===== config.mk =====
export PLATFORM = sky130hd
export DESIGN_NAME = gpin_sync_filter_array
export DESIGN_NICKNAME = d
export VERILOG_FILES = /design/src/rtl/gpin_pkg.sv /design/src/rtl/gpin_filter_ch.sv /design/src/rtl/gpin_sync_filter_array.sv
export SDC_FILE = /design/constraint.sdc
export NUM_CORES = 1
export LEC_CHECK = 0
export ABC_CLOCK_PERIOD_IN_PS = 2680
export CORE_MARGIN = 1.5
export CORE_UTILIZATION = 32
export CTS_CLUSTER_SIZE = 12
export DETAILED_ROUTE_END_ITERATION = 6
export PLACE_DENSITY_LB_ADDON = 0.08
export SLEW_MARGIN = 20
export SYNTH_ARGS = -nofsm -noshare
export SYNTH_HDL_FRONTEND = slang
export SYNTH_HIERARCHICAL = 1
export SYNTH_SLANG_ARGS = --single-unit

===== constraint.sdc =====
create_clock -name clk -period 2.68 [get_ports clk]
set_input_delay 0.536 -clock clk [delete_from_list [all_inputs] [get_ports clk]]
set_output_delay 0.536 -clock clk [all_outputs]
set_load 0.05 [all_outputs]

===== src/rtl/gpin_pkg.sv =====
// Shared encodings for the GPIN sync/filter array: per-channel mode and filter FSM states.
package gpin_pkg;

  typedef enum logic [1:0] {
    MODE_BYPASS   = 2'b00,
    MODE_SYNC     = 2'b01,
    MODE_FILT     = 2'b10,
    MODE_FILT_INV = 2'b11
  } gpin_mode_t;

  typedef enum logic [1:0] {
    ST_STABLE_LO = 2'b00,
    ST_PEND_HI   = 2'b01,
    ST_STABLE_HI = 2'b10,
    ST_PEND_LO   = 2'b11
  } filt_state_t;

endpackage


===== src/rtl/gpin_filter_ch.sv =====
// One GPIN channel: synchroniser, glitch filter, edge detect and output mode mux.
//
// state        | meaning
// ST_STABLE_LO | filtered value 0, sync input agrees
// ST_PEND_HI   | filtered value 0, counting consecutive high samples
// ST_STABLE_HI | filtered value 1, sync input agrees
// ST_PEND_LO   | filtered value 1, counting consecutive low samples
module gpin_filter_ch
  import gpin_pkg::*;
#(
  parameter int SYNC_STAGES = 2,
  parameter int FILT_W      = 4
) (
  input  logic              clk,
  input  logic              rst_n,
  input  logic              pad,
  input  gpin_mode_t        mode,
  input  logic [FILT_W-1:0] filt_len,
  output logic              inpad,
  output logic              rise,
  output logic              fall
);

  logic [SYNC_STAGES-1:0] sync_q;
  logic                   sync_s;
  filt_state_t            state_q, state_d;
  logic [FILT_W-1:0]      cnt_q, cnt_d;
  logic [FILT_W-1:0]      leff;
  logic                   leff_one;
  logic [FILT_W:0]        cnt_inc;
  logic                   cnt_done;
  logic                   filt_val;
  logic                   edge_src;
  logic                   prev_q;
  logic                   rise_i;
  logic                   fall_i;

  always_ff @(posedge clk or negedge rst_n) begin
    if (!rst_n) begin
      sync_q <= '0;
    end else begin
      sync_q <= {sync_q[SYNC_STAGES-2:0], pad};
    end
  end

  assign sync_s = sync_q[SYNC_STAGES-1];

  // A zero length is treated as one so a change is never blocked forever.
  assign leff     = (filt_len == '0) ? FILT_W'(1) : filt_len;
  assign leff_one = (leff == FILT_W'(1));
  assign cnt_inc  = {1'b0, cnt_q} + (FILT_W+1)'(1);
  assign cnt_done = (cnt_inc >= {1'b0, leff});

  always_ff @(posedge clk or negedge rst_n) begin
    if (!rst_n) begin
      state_q <= ST_STABLE_LO;
      cnt_q   <= '0;
    end else begin
      state_q <= state_d;
      cnt_q   <= cnt_d;
    end
  end

  always_comb begin
    state_d = state_q;
    cnt_d   = cnt_q;
    case (state_q)
      ST_STABLE_LO: begin
        cnt_d = '0;
        if (sync_s) begin
          if (leff_one) begin
            state_d = ST_STABLE_HI;
          end else begin
            state_d = ST_PEND_HI;
            cnt_d   = FILT_W'(1);
          end
        end
      end
      ST_PEND_HI: begin
        if (!sync_s) begin
          state_d = ST_STABLE_LO;
          cnt_d   = '0;
        end else if (cnt_done) begin
          state_d = ST_STABLE_HI;
          cnt_d   = '0;
        end else begin
          cnt_d = cnt_inc[FILT_W-1:0];
        end
      end
      ST_STABLE_HI: begin
        cnt_d = '0;
        if (!sync_s) begin
          if (leff_one) begin
            state_d = ST_STABLE_LO;
          end else begin
            state_d = ST_PEND_LO;
            cnt_d   = FILT_W'(1);
          end
        end
      end
      ST_PEND_LO: begin
        if (sync_s) begin
          state_d = ST_STABLE_HI;
          cnt_d   = '0;
        end else if (cnt_done) begin
          state_d = ST_STABLE_LO;
          cnt_d   = '0;
        end else begin
          cnt_d = cnt_inc[FILT_W-1:0];
        end
      end
      default: begin
        state_d = ST_STABLE_LO;
        cnt_d   = '0;
      end
    endcase
  end

  assign filt_val = (state_q == ST_STABLE_HI) || (state_q == ST_PEND_LO);

  // Bypass edges come from the synchronised value, never the raw pad.
  assign edge_src = ((mode == MODE_BYPASS) || (mode == MODE_SYNC)) ? sync_s : filt_val;

  always_ff @(posedge clk or negedge rst_n) begin
    if (!rst_n) begin
      prev_q <= 1'b0;
    end else begin
      prev_q <= edge_src;
    end
  end

  assign rise_i = edge_src & ~prev_q;
  assign fall_i = ~edge_src & prev_q;

  always_comb begin
    inpad = 1'b0;
    rise  = rise_i;
    fall  = fall_i;
    case (mode)
      MODE_BYPASS: inpad = pad;
      MODE_SYNC:   inpad = sync_s;
      MODE_FILT:   inpad = filt_val;
      MODE_FILT_INV: begin
        inpad = ~filt_val;
        rise  = fall_i;
        fall  = rise_i;
      end
      default: inpad = 1'b0;
    endcase
  end

endmodule


===== src/rtl/gpin_sync_filter_array.sv =====
// Array of NUM_CH GPIN channels sharing one filter length; each channel has its own mode.
module gpin_sync_filter_array
  import gpin_pkg::*;
#(
  parameter int NUM_CH      = 4,
  parameter int SYNC_STAGES = 2,
  parameter int FILT_W      = 4
) (
  input  logic                clk,
  input  logic                rst_n,
  input  logic [NUM_CH-1:0]   gfpga_pad_GPIN_PAD,
  input  logic [2*NUM_CH-1:0] cfg_mode,
  input  logic [FILT_W-1:0]   cfg_filt_len,
  output logic [NUM_CH-1:0]   iopad_inpad,
  output logic [NUM_CH-1:0]   iopad_rise,
  output logic [NUM_CH-1:0]   iopad_fall
);

  for (genvar i = 0; i < NUM_CH; i++) begin : g_ch
    gpin_filter_ch #(
      .SYNC_STAGES (SYNC_STAGES),
      .FILT_W      (FILT_W)
    ) u_ch (
      .clk      (clk),
      .rst_n    (rst_n),
      .pad      (gfpga_pad_GPIN_PAD[i]),
      .mode     (gpin_mode_t'(cfg_mode[2*i +: 2])),
      .filt_len (cfg_filt_len),
      .inpad    (iopad_inpad[i]),
      .rise     (iopad_rise[i]),
      .fall     (iopad_fall[i])
    );
  end

endmodule


==> key figures <==
Run status
  • Status: completed

Pwr
  • Power per Cell Area: 928 mW/mm²
  • Final Power: 2.77 mW
  • Peak VDD IR: 0.000352 V
  • P_leak: 1.37 nW

Worst setup path
  • Cell Chain, Critical Path: clkdlybuf4s50_1 -> nor3_1 -> or2_2 -> ha_1 -> nand2b_4 -> a211oi_4 -> o21ai_2 -> nor3b_1
  • Critical-path maximum fanout: 8
  • Slowest cell on crit path: clkdlybuf4s50_1
  • CP required: 2880 ps
  • Crit. End Element: flip-flop
  • Critical Path AT: 2620 ps
  • WS Path Type: primary input to flip-flop
  • Max incr delay on CP: 630 ps
  • Critical Path Source Type: primary input

Logic synthesis
  • Syn_area_per_cell: 10.3 µm²
  • Post-synth EDFFs: 0
  • Top-count cell post-synth: dfrtp_1
  • Multiplexer share of the synthesized area: 1.77%
  • Main synth FF type: dfrtp_1
  • Adder-Cell Fraction of Synth Area: 11.1%
  • Largest cells by area after synthesis: dfrtp_1 (40%), ha_1 (11%), xnor2_1 (4.6%), inv_1 (4.0%), nor3b_1 (4.0%)
  • Mapped Area: 0.00226 mm²
  • Yosys top cell area share: 39.8%
  • FFs w/ async S/R, synth: 100%
  • Top post-synthesis cells by count: dfrtp_1 (36), inv_1 (24), ha_1 (20)
  • Sequential area share after synthesis: 39.8%
  • Top cell type by total area after synthesis: dfrtp_1
  • Syn nets: 258
  • Post-Synth Simple-Gate Area: 16.6%
  • #FFs+latches synth: 36
  • Yosys warns: 6
  • Synth Instances: 220
  • Synth cell types: 26
  • Complex-gate fraction of the synthesized area: 20.6%
  • Largest family of logic cells by synthesized area: compound AO/OA/AOI/OAI gates
  • Xor/xnor share of the synthesized area: 6.19%

Routing
  • WL/cell: 11.5 µm
  • Vias/cell: 4.68
  • Via count: 1704
  • Final ANT Viol Nets: 0
  • Drt first pass iters: 4
  • Post-detailed-routing wire length: 4190 µm
  • DR iter-0 viols: 37
  • Residual DRC count: 0

Worst hold path
  • HP Class: primary input to async pin

Final layout
  • Multi-input gate area in the final layout: 0.00127 mm²
  • Final nets: 305
  • Fraction of layout cells with a size suffix above 1: 19.4%
  • ANT cells: 0
  • Reg area: 901 µm²
  • Cell area after layout: 0.00298 mm²
  • Area delta synth->final: 31.8%
  • Layout filler cell count: 682
  • Final core utilization: 43.6%

Clock network
  • Post_cts resized: 0
  • CTS sink count: 36
  • Clk buf depth: 2
  • H-tree depth: 2
  • Postcts setup bufs: 0
  • Clk_lat worst skew: 280 ps
  • Hold buffer count at CTS: 0
  • CTS tree: done
  • CTS root buffer: clkbuf_8
  • Clock-pin slew on the worst setup and hold paths: 70 ps
  • CTS Buf Count: 5

Timing
  • Final setup fails: 0
  • RSZ-0062 raised after global routing: no
  • Rel. slew slack: 45.1%
  • Fin crit share: 90.4%
  • Worst Skew: 5.56 ps
  • Least-Margin Pin Slew: 824 ps
  • Max-slew violation count: 0
  • Minimum clock period: 2420 ps
  • Final Hold Vio Count: 0
  • Max frequency: 413 MHz

Global route
  • GR Overflow Total: 0
  • First-pass GRT wire length: 7690 µm
  • Initial antenna violation count: 0
  • Pin count of the biggest net entering global routing: 37
  • Vias in the first global route: 1710
  • Tot GR Track Use: 12.8%

Placement
  • Buffers added on ports: 29
  • GPL Wtd Cong: 0.730
  • Placed Instance Area: 0.00287 mm²
  • DP HPWL: 3250 µm

Floorplan
  • Die area: 0.00758 mm²
  • Initial Util: 33.1%
  • Die span in y: 87.1 µm
  • Horiz. Die Dim: 87.1 µm
  • I/O Pins: 30
  • Row count: 30
  • Core Region: 0.00683 mm²

Run
  • MaxCap Viol Count: 0
## area by class of cell
| cell class | instances | share of cell area (%) |
|---|---|---|
| clock buffers | 5 | 2.31 |
| multi-input cells | 160 | 42.6 |
| well taps | 96 | 4.03 |
| repair buffers | 40 | 16.4 |
| flip-flops and latches | 36 | 30.2 |
| inverters | 24 | 3.02 |
| clock inverters | 3 | 1.43 |
## routing by layer
metal / vias to the layer above / routed length, µm / GRT usage [%]
li1: 882 / - / -
met1: 785 / 2220 / 18.2
met5: - / 0 / 0
met2: 30 / 1770 / 19.2
met3: 7 / 137 / 2.84
met4: 0 / 60 / 4.40
## cell families after synthesis
group	after synthesis
compound gates	56
xor+xnor	16
fa+ha+maj	20
buf+inv	24
flops	36
mux	4
simple gates	64
## flip-flops by register name, summed over array words and instances, names as in the netlist
name and cells:
g_ch.u_ch/prev_q 4, g_ch.u_ch/cnt_q 16, g_ch.u_ch/sync_q 8, g_ch.u_ch/state_q 8
## placed cells by master (no fill, tap or decap), types with 5 or more instances in the layout
master and n:
clkbuf_8 5, dfrtp_1 36, nand2_1 16, ha_1 20, buf_4 11, nor3b_1 12
buf_12 12, o21ai_1 12, inv_1 24, xnor2_1 12, clkdlybuf4s50_1 16, o211ai_1 8
nand3_1 12
## metrics by stage
stage / cells / hold slack [ps] / worst slack [ps] / setup TNS, ps
after CTS: 364 / 354 / 244 / 0
after detailed placement: 356 / 335 / -58.9 / -685
after global placement: 356 / 333 / -17.8 / -115
after floorplan: 220 / 240 / 595 / 0
final: 364 / 342 / 258 / 0
after global routing: 364 / 362 / 98.6 / 0
## worst max-delay path: cells and delay by family
family | cells | cell delay (ps)
AO/OA/AOI/OAI | 2 | 420
adder cells (fa/ha/maj) | 1 | 270
buffers and inverters | 1 | 630
AND/OR/NAND/NOR | 4 | 770
## report_power, final
group | internal (mW) | total (mW) | switching, mW | leakage [nW]
registers | 0.677 | 0.827 | 0.149 | 0.454
logic | 0.712 | 1.47 | 0.757 | 0.861
clock network | 0.275 | 0.473 | 0.198 | 0.0541
total | 1.66 | 2.77 | 1.10 | 1.37
## path summary, 6_finish.rpt
kind | from | end | slack [ps] | cells past startpoint
setup reg to reg | g_ch[1].u_ch/cnt_q[0] | g_ch[1].u_ch/cnt_q[3] | 840 | 6
hold reg to reg | g_ch[0].u_ch/sync_q[0] | g_ch[0].u_ch/sync_q[1] | 350 | 0
min in group clk | g_ch[0].u_ch/sync_q[0] | g_ch[0].u_ch/sync_q[1] | 350 | 0
hold / removal | rst_n | g_ch[1].u_ch/prev_q | 340 | 1
max in group asynchronous | rst_n | g_ch[0].u_ch/cnt_q[0] | 1810 | 1
setup / recovery | cfg_filt_len[1] | g_ch[2].u_ch/cnt_q[1] | 260 | 8
Power figures use the tool's default switching activity.
